===== config.mk =====
export PLATFORM = sky130hd
export DESIGN_NAME = mux_scan_ctrl_flat
export DESIGN_NICKNAME = d
export VERILOG_FILES = /design/src/rtl/mux_scan_ctrl_if.sv /design/src/rtl/mux_scan_ctrl.sv /design/src/flat_wrapper.sv
export SDC_FILE = /design/constraint.sdc
export NUM_CORES = 1
export LEC_CHECK = 0
export ABC_CLOCK_PERIOD_IN_PS = 1580
export BUFFER_PORTS_ARGS = -buffer_cell sky130_fd_sc_hd__buf_4
export CELL_PAD_IN_SITES_DETAIL_PLACEMENT = 1
export CELL_PAD_IN_SITES_GLOBAL_PLACEMENT = 2
export CORE_MARGIN = 2
export CORE_UTILIZATION = 30
export CTS_BUF_LIST = sky130_fd_sc_hd__clkbuf_16
export CTS_CLUSTER_SIZE = 14
export DETAILED_ROUTE_END_ITERATION = 12
export PLACE_DENSITY = 0.73
export SETUP_SLACK_MARGIN = 0.3
export SLEW_MARGIN = 10
export SYNTH_ARGS = -nofsm -noshare
export SYNTH_HDL_FRONTEND = slang
export SYNTH_SLANG_ARGS = --single-unit

===== constraint.sdc =====
create_clock -name clk -period 1.58 [get_ports clk]
set_input_delay 0.158 -clock clk [delete_from_list [all_inputs] [get_ports clk]]
set_output_delay 0.158 -clock clk [all_outputs]
set_load 0.01 [all_outputs]

===== src/rtl/mux_scan_ctrl_if.sv =====
// Signal bundle between the scan controller, its requester and the downstream 16:1 mux.
// The slave side is the controller; the master side issues requests and drives the mux output y.
interface mux_scan_ctrl_if;
  logic        start;
  logic        mode;
  logic [3:0]  ch;
  logic        y;
  logic [3:0]  sel;
  logic [15:0] data_out;
  logic        valid;
  logic        ready;
  logic        busy;

  modport master (
    output start, mode, ch, y, ready,
    input  sel, data_out, valid, busy
  );

  modport slave (
    input  start, mode, ch, y, ready,
    output sel, data_out, valid, busy
  );
endinterface


===== src/rtl/mux_scan_ctrl.sv =====
// Steps a registered select across a 16:1 mux, waits SETTLE_CYCLES per channel,
// samples y into data_out and hands the word off with a valid/ready handshake.
module mux_scan_ctrl #(
  parameter int SETTLE_CYCLES = 1
) (
  input  logic            clk,
  input  logic            rst_n,
  mux_scan_ctrl_if.slave  bus
);

  typedef enum logic [1:0] {IDLE, SETTLE, SAMPLE, DONE} state_t;

  localparam logic [3:0] SETTLE_LD = 4'(SETTLE_CYCLES);
  localparam bit         NO_SETTLE = (SETTLE_CYCLES == 0);

  state_t      state_q, state_d;
  logic [3:0]  sel_q, sel_d;
  logic [3:0]  cnt_q, cnt_d;
  logic [15:0] data_q, data_d;
  logic        valid_q, valid_d;
  logic        busy_q, busy_d;
  logic        mode_q, mode_d;

  always_ff @(posedge clk or negedge rst_n) begin
    if (!rst_n) begin
      state_q <= IDLE;
      sel_q   <= '0;
      cnt_q   <= '0;
      data_q  <= '0;
      valid_q <= 1'b0;
      busy_q  <= 1'b0;
      mode_q  <= 1'b0;
    end else begin
      state_q <= state_d;
      sel_q   <= sel_d;
      cnt_q   <= cnt_d;
      data_q  <= data_d;
      valid_q <= valid_d;
      busy_q  <= busy_d;
      mode_q  <= mode_d;
    end
  end

  always_comb begin
    state_d = state_q;
    sel_d   = sel_q;
    cnt_d   = cnt_q;
    data_d  = data_q;
    valid_d = valid_q;
    mode_d  = mode_q;
    case (state_q)
      IDLE: begin
        if (bus.start) begin
          mode_d  = bus.mode;
          sel_d   = bus.mode ? bus.ch : 4'd0;
          data_d  = '0;
          cnt_d   = SETTLE_LD;
          state_d = NO_SETTLE ? SAMPLE : SETTLE;
        end
      end
      SETTLE: begin
        cnt_d = (cnt_q == 4'd0) ? 4'd0 : cnt_q - 4'd1;
        if (cnt_q <= 4'd1) begin
          state_d = SAMPLE;
        end
      end
      SAMPLE: begin
        data_d[sel_q] = bus.y;
        // Full scans advance until channel 15; sel never wraps back to 0.
        if (!mode_q && (sel_q != 4'd15)) begin
          sel_d   = sel_q + 4'd1;
          cnt_d   = SETTLE_LD;
          state_d = NO_SETTLE ? SAMPLE : SETTLE;
        end else begin
          valid_d = 1'b1;
          state_d = DONE;
        end
      end
      DONE: begin
        if (bus.ready) begin
          valid_d = 1'b0;
          state_d = IDLE;
        end
      end
      default: state_d = IDLE;
    endcase
    busy_d = (state_d == SETTLE) || (state_d == SAMPLE);
  end

  assign bus.sel      = sel_q;
  assign bus.data_out = data_q;
  assign bus.valid    = valid_q;
  assign bus.busy     = busy_q;

endmodule


===== src/flat_wrapper.sv =====
// flat-port wrapper written by rule: the top's interface ports become plain ports
module mux_scan_ctrl_flat 
#(
  parameter int SETTLE_CYCLES = 1
)
  (clk, rst_n, bus_start, bus_mode, bus_ch, bus_y, bus_ready, bus_sel, bus_data_out, bus_valid, bus_busy);
  mux_scan_ctrl_if bus_i ();
  input  logic clk;
  input  logic rst_n;
  input wire logic [$bits(bus_i.start)-1:0] bus_start;
  input wire logic [$bits(bus_i.mode)-1:0] bus_mode;
  input wire logic [$bits(bus_i.ch)-1:0] bus_ch;
  input wire logic [$bits(bus_i.y)-1:0] bus_y;
  input wire logic [$bits(bus_i.ready)-1:0] bus_ready;
  output wire logic [$bits(bus_i.sel)-1:0] bus_sel;
  output wire logic [$bits(bus_i.data_out)-1:0] bus_data_out;
  output wire logic [$bits(bus_i.valid)-1:0] bus_valid;
  output wire logic [$bits(bus_i.busy)-1:0] bus_busy;
  assign bus_i.start = bus_start;
  assign bus_i.mode = bus_mode;
  assign bus_i.ch = bus_ch;
  assign bus_i.y = bus_y;
  assign bus_i.ready = bus_ready;
  assign bus_sel = bus_i.sel;
  assign bus_data_out = bus_i.data_out;
  assign bus_valid = bus_i.valid;
  assign bus_busy = bus_i.busy;
  mux_scan_ctrl #(.SETTLE_CYCLES(SETTLE_CYCLES)) u_core (.clk(clk), .rst_n(rst_n), .bus(bus_i));
endmodule

* Word level (Yosys, flattened, before mapping) *
Index checks and enable logic that the tools add are counted.

word-level totals
  RAM bits = 0
  latch bits = 0
  bits in read-only memories = 0
  memories = 0
  register bits after elaboration = 29
  input bits = 10
  logic and storage cells = 57

operators by class
  bitwise operators = 0
  equal/unequal tests = 10
  $add $sub $neg = 2
  muxes and demuxes = 21
  shift operators = 0
  magnitude comparators = 3
  div/mod/pow operators = 0
  reductions and logical operators = 14
  multiply operators = 0

operator list
  kind                 count
  $pmux 16 s2          1
  $mux 4               6
  $bwmux 16            1
  $mux 16              1
  $pmux 4 s3           1
  $reduce_and 3->1     3
  $mux 2               4
  $pmux 2 s4           1
  $pmux 4 s2           1
  $eq 2x2->1 const B   3
  $ne 2x2->1 const B   3
  $lt 4x5->1 const B   1
  $add 4x1->4 const B  1
  $demux 1 s4          1
  $eq 2x1->1 const B   2
  $ge 4x1->1 const B   1
  $le 4x1->1 const B   1
  $logic_not 4->1      1
  $ne 4x4->1 const B   1
  $reduce_and 2->1     2
  $reduce_bool 2->1    2
  $sub 4x1->4 const B  1
  $mux 1               3
  $reduce_bool 3->1    1
  6 further kinds      7

* Logic depth before layout (Yosys ltp) *
  word-level depth = 6
  depth in mapped cells = 5
  depth with buffers taken out = 5

* Least setup slack after synthesis *
OpenSTA, ideal clock, no wires.

  path type = register -> register
  start point = register u_core.sel_q[0] (netlist: u_core.bus.sel[0])
  end point = register u_core.sel_q[1] (netlist: u_core.bus.sel[1])
  data required time = 1,457 ps
  stages on the path, launching flop included = 6
  setup time = 123 ps
  path slack = 44 ps
  arrival time = 1,414 ps
  cells stage by stage = dfrtp_1 -> ha_1 -> clkbuf_1 -> a31oi_1 -> nand2_1 -> o221a_2

between the ends
  cells in the longest elaborated chain, start to end = 4

RTL lines
  item                                                                 RTL line             text
  from (decl)                                                          mux_scan_ctrl.sv:17  logic [3:0] sel_q, sel_d;
  from (signal assigned)                                               mux_scan_ctrl.sv:35  sel_q <= sel_d;
  parallel branches: the longest is 4 deep, another holds $add 4x1->4  n/a

Several ways; the timed one is not identified. The select of a mux whose other input is x is not followed.
A chain may end at the register's enable or synchronous reset.

* Worst setup path in the final report *
  start point = register u_core.state_q[0]
  end point = register u_core.sel_q[3] (netlist: u_core.bus.sel[3])

between the ends
  cells in the longest elaborated chain, start to end = 3

RTL lines
  item                                                 RTL line             text
  from (decl)                                          mux_scan_ctrl.sv:16  state_t state_q, state_d;
  from (signal assigned)                               mux_scan_ctrl.sv:34  state_q <= state_d;
  $eq 2x2->1 or $logic_not 2->1 (tied branches)        mux_scan_ctrl.sv:51  case (state_q)
  $ne 2x1->1 (no source line) (tied with other cells)  n/a
  $reduce_and 3->1 (no source line)                    n/a

Parallel ways exist; a longest one is shown, timed or not.

==> run_results.csv <==
group,metric,value,unit
critical_path,worstPathArrival,1.54,ns
grt,grt_pass1_wl,8190,microns
placed_design,io_buffer_count,31,
yosys,synth_area_per_cell,9.67,sq um
yosys,syn-cell-area,1530,sq um
clocking,h-tree-depth,2,
yosys,ys.flop_type,"dfrtp_1",
power,p_leak,1.11,nW
yosys,synth-edff-count,0,
timing,rsz0062_at_grt,"true",
critical_path,endpoint_kind,"register",
finish,nets,235,
grt,grt_max_degree,30,
drt,firstDrtPassIters,4,
finish,final_util,50.5,%
critical_path,required,1.71,ns
hold_path,hp-start,"bus_ready",
timing,hold_viol_final,0,
timing,fin_crit_sh,89.1,%
placed_design,routabilityCongestion,0.805,
power,max-vdd-ir-drop,1.00,mV
run,cap_violations,0,
critical_path,rr_startpoint,"u_core.state_q[0]$_DFF_PN0_",
timing,min_period,1.41,ns
drt,ant_nets,0,
finish,drive_gt1_share,47.1,%
die,num_io_pins,32,
drt,vias,1537,
grt,gr-total-overflow,0,
timing,worstMarginPinSlew,0.388,ns
drt,wire_per_inst,18.1,microns
die,start_util,31.7,%
clocking,clk_pin_slew,0.05,ns
critical_path,crit_fanout,8,
clocking,cts_buffers,5,
grt,antenna_found_initial,0,
power,power_density,2030,nW/um^2
clocking,clockBufferDepth,2,
yosys,ys_seq_area_share,47.5,%
grt,grt_pass1_vias,1587,
placed_design,hpwl,3460,microns
timing,finClkSkew,0.00420,ns
clocking,insertion_delay,0.27,ns
yosys,yosys_warnings,0,
grt,grt_use_total,19.3,%
die,die_w,75.4,microns
drt,finalWirelength,5200,microns
run_status,status,"complete, no violations",
die,dieArea,5680,sq um
critical_path,setup.worst_path.start,"u_core.state_q[0]$_DFF_PN0_",
finish,area_delta_synth_final,59.4,%
finish,fillCellCount,558,
yosys,netlist_instances,158,
clocking,clock_sinks,29,
critical_path,worstSetupPathType,"register to register",
timing,relSlewSlack,74.2,%
die,fp.dieH,75.4,microns
timing,fmax,710,MHz
die,rows,25,
finish,final_cell_mix,"57 x buf_4, 25 x nand2_1, 25 x dfrtp_1, 16 x nand4_1, 13 x o211ai_1",
drt,drt-vias-per-instance,5.34,
drt,drtIter0Drc,71,
yosys,synth_cell_type_count,36,
finish,diodes,0,
yosys,ys_seq_elements,29,
clocking,tritoncts,"built",
timing,holdWs,0.133,ns
yosys,syn_nets,172,
timing,tns,0,ns
die,core-area,4820,sq um
clocking,clockRootBuffer,"clkbuf_16",
hold_path,min_path_type,"input pin to register",
critical_path,critPathLaunchType,"register",
drt,drc,0,
timing,setup_viol,0,
timing,slew_violations,0,
yosys,synthArstFlopShare,100,%
finish,final_common_cell,"buf_4",
-- cell usage after synthesis, types with 2 or more instances --
| cell type | instances | area [sq um] |
|---|---|---|
| nor2b_1 | 5 | 31.3 |
| o21ai_0 | 4 | 20.0 |
| ha_1 | 4 | 50.1 |
| nand2_1 | 27 | 101 |
| buf_6 | 2 | 22.5 |
| o21bai_1 | 2 | 15.0 |
| o311ai_1 | 2 | 17.5 |
| o311ai_0 | 4 | 35.0 |
| clkbuf_1 | 5 | 18.8 |
| nand3b_1 | 4 | 30.0 |
| nand4_1 | 16 | 100 |
| o211ai_1 | 13 | 97.6 |
| dfrtp_1 | 29 | 726 |
| nand2b_1 | 3 | 18.8 |
| nor3_1 | 5 | 25.0 |
| buf_2 | 3 | 15.0 |
| a21oi_1 | 4 | 20.0 |
| a32o_1 | 2 | 20.0 |
| nand3_1 | 4 | 20.0 |
| inv_1 | 4 | 15.0 |
-- worst paths after layout --
path                                                           end  slack (ns)  cells past startpoint
worst max-delay path                 u_core.bus.sel[3]$_DFFE_PN0P_        0.17                      4
worst min-delay path                   u_core.state_q[1]$_DFF_PN0_        0.13                      2
worst max register to register       u_core.bus.sel[3]$_DFFE_PN0P_        0.17                      4
worst min register to register  u_core.bus.data_out[9]$_DFFE_PN0P_        0.51                      2
max in group asynchronous            u_core.bus.sel[1]$_DFFE_PN0P_        0.92                      2
min in group asynchronous       u_core.bus.data_out[7]$_DFFE_PN0P_        0.36                      2
-- cell families after synthesis --
group / Yosys count / synth area share, %
flip-flops: 29 / 47.5
adder cells (fa/ha/maj): 4 / 3.28
AO/OA/AOI/OAI: 40 / 19.7
AND/OR/NAND/NOR: 69 / 23.7
buffers and inverters: 15 / 5.16
multiplexers: 1 / 0.737
-- repair_timing --
action | in CTS | in global routing
pin swaps | 11 | 15
cloned | 0 | 0
endpoints found under the setup margin | 26 | 26
endpoints found under the hold margin | 29 | 0
hold buffers | 1 | 0
resized for setup | 30 | 17
buffers inserted | 12 | 7
-- worst max-delay path, stage by stage, from the launching register on --
cell and delay (ns):
dfrtp_1 0.39, buf_4 0.18, nand2b_4 0.18, buf_4 0.16, o311ai_1 0.37
-- state kept, by name, summed over array words and instances (netlist names) --
signal and count:
u_core.bus.busy 1, u_core.bus.data_out 16, u_core.bus.sel 4, u_core.bus.valid 1, u_core.cnt_q 4, u_core.mode_q 1, u_core.state_q 2
-- layer usage --
metal / wire, microns / vias to the layer above / track usage, %
met2: 2720 / 38 / 33.9
met1: 2240 / 768 / 24.0
li1: - / 725 / -
met5: 0 / - / 0
met4: 46 / 0 / 6.04
met3: 200 / 6 / 3.70
-- where the power goes --
group | internal, W | leakage [nW] | switching [W]
registers | 0.00101 | 0.378 | 0.000288
clock network | 0.000561 | 0.0685 | 0.000306
logic | 0.00139 | 0.668 | 0.00139
-- through the flow --
stage	worst slack (ns)	std cells	instance area (sq um)	power, W
finish	0.172	288	2430	0.00495
global route	0.108	288	2430	0.00523
CTS	0.200	281	2320	0.00465
detailed placement	0.0879	261	1920	0.00321
global placement	0.153	261	1920	0.00316
floorplan	0.199	158	1560	0.00237
-- area by class of cell --
type / instances / area, sq um / share of cell area [%]
Timing Repair Buffer: 67 / 566 / 23.2
Clock buffer: 5 / 125 / 5.14
Inverter: 4 / 20.0 / 0.822
Clock inverter: 2 / 7.51 / 0.308
Multi-Input combinational cell: 114 / 902 / 37.1
Sequential cell: 29 / 731 / 30.0
Tap cell: 67 / 83.8 / 3.44
(Power assumes the default switching activity.)
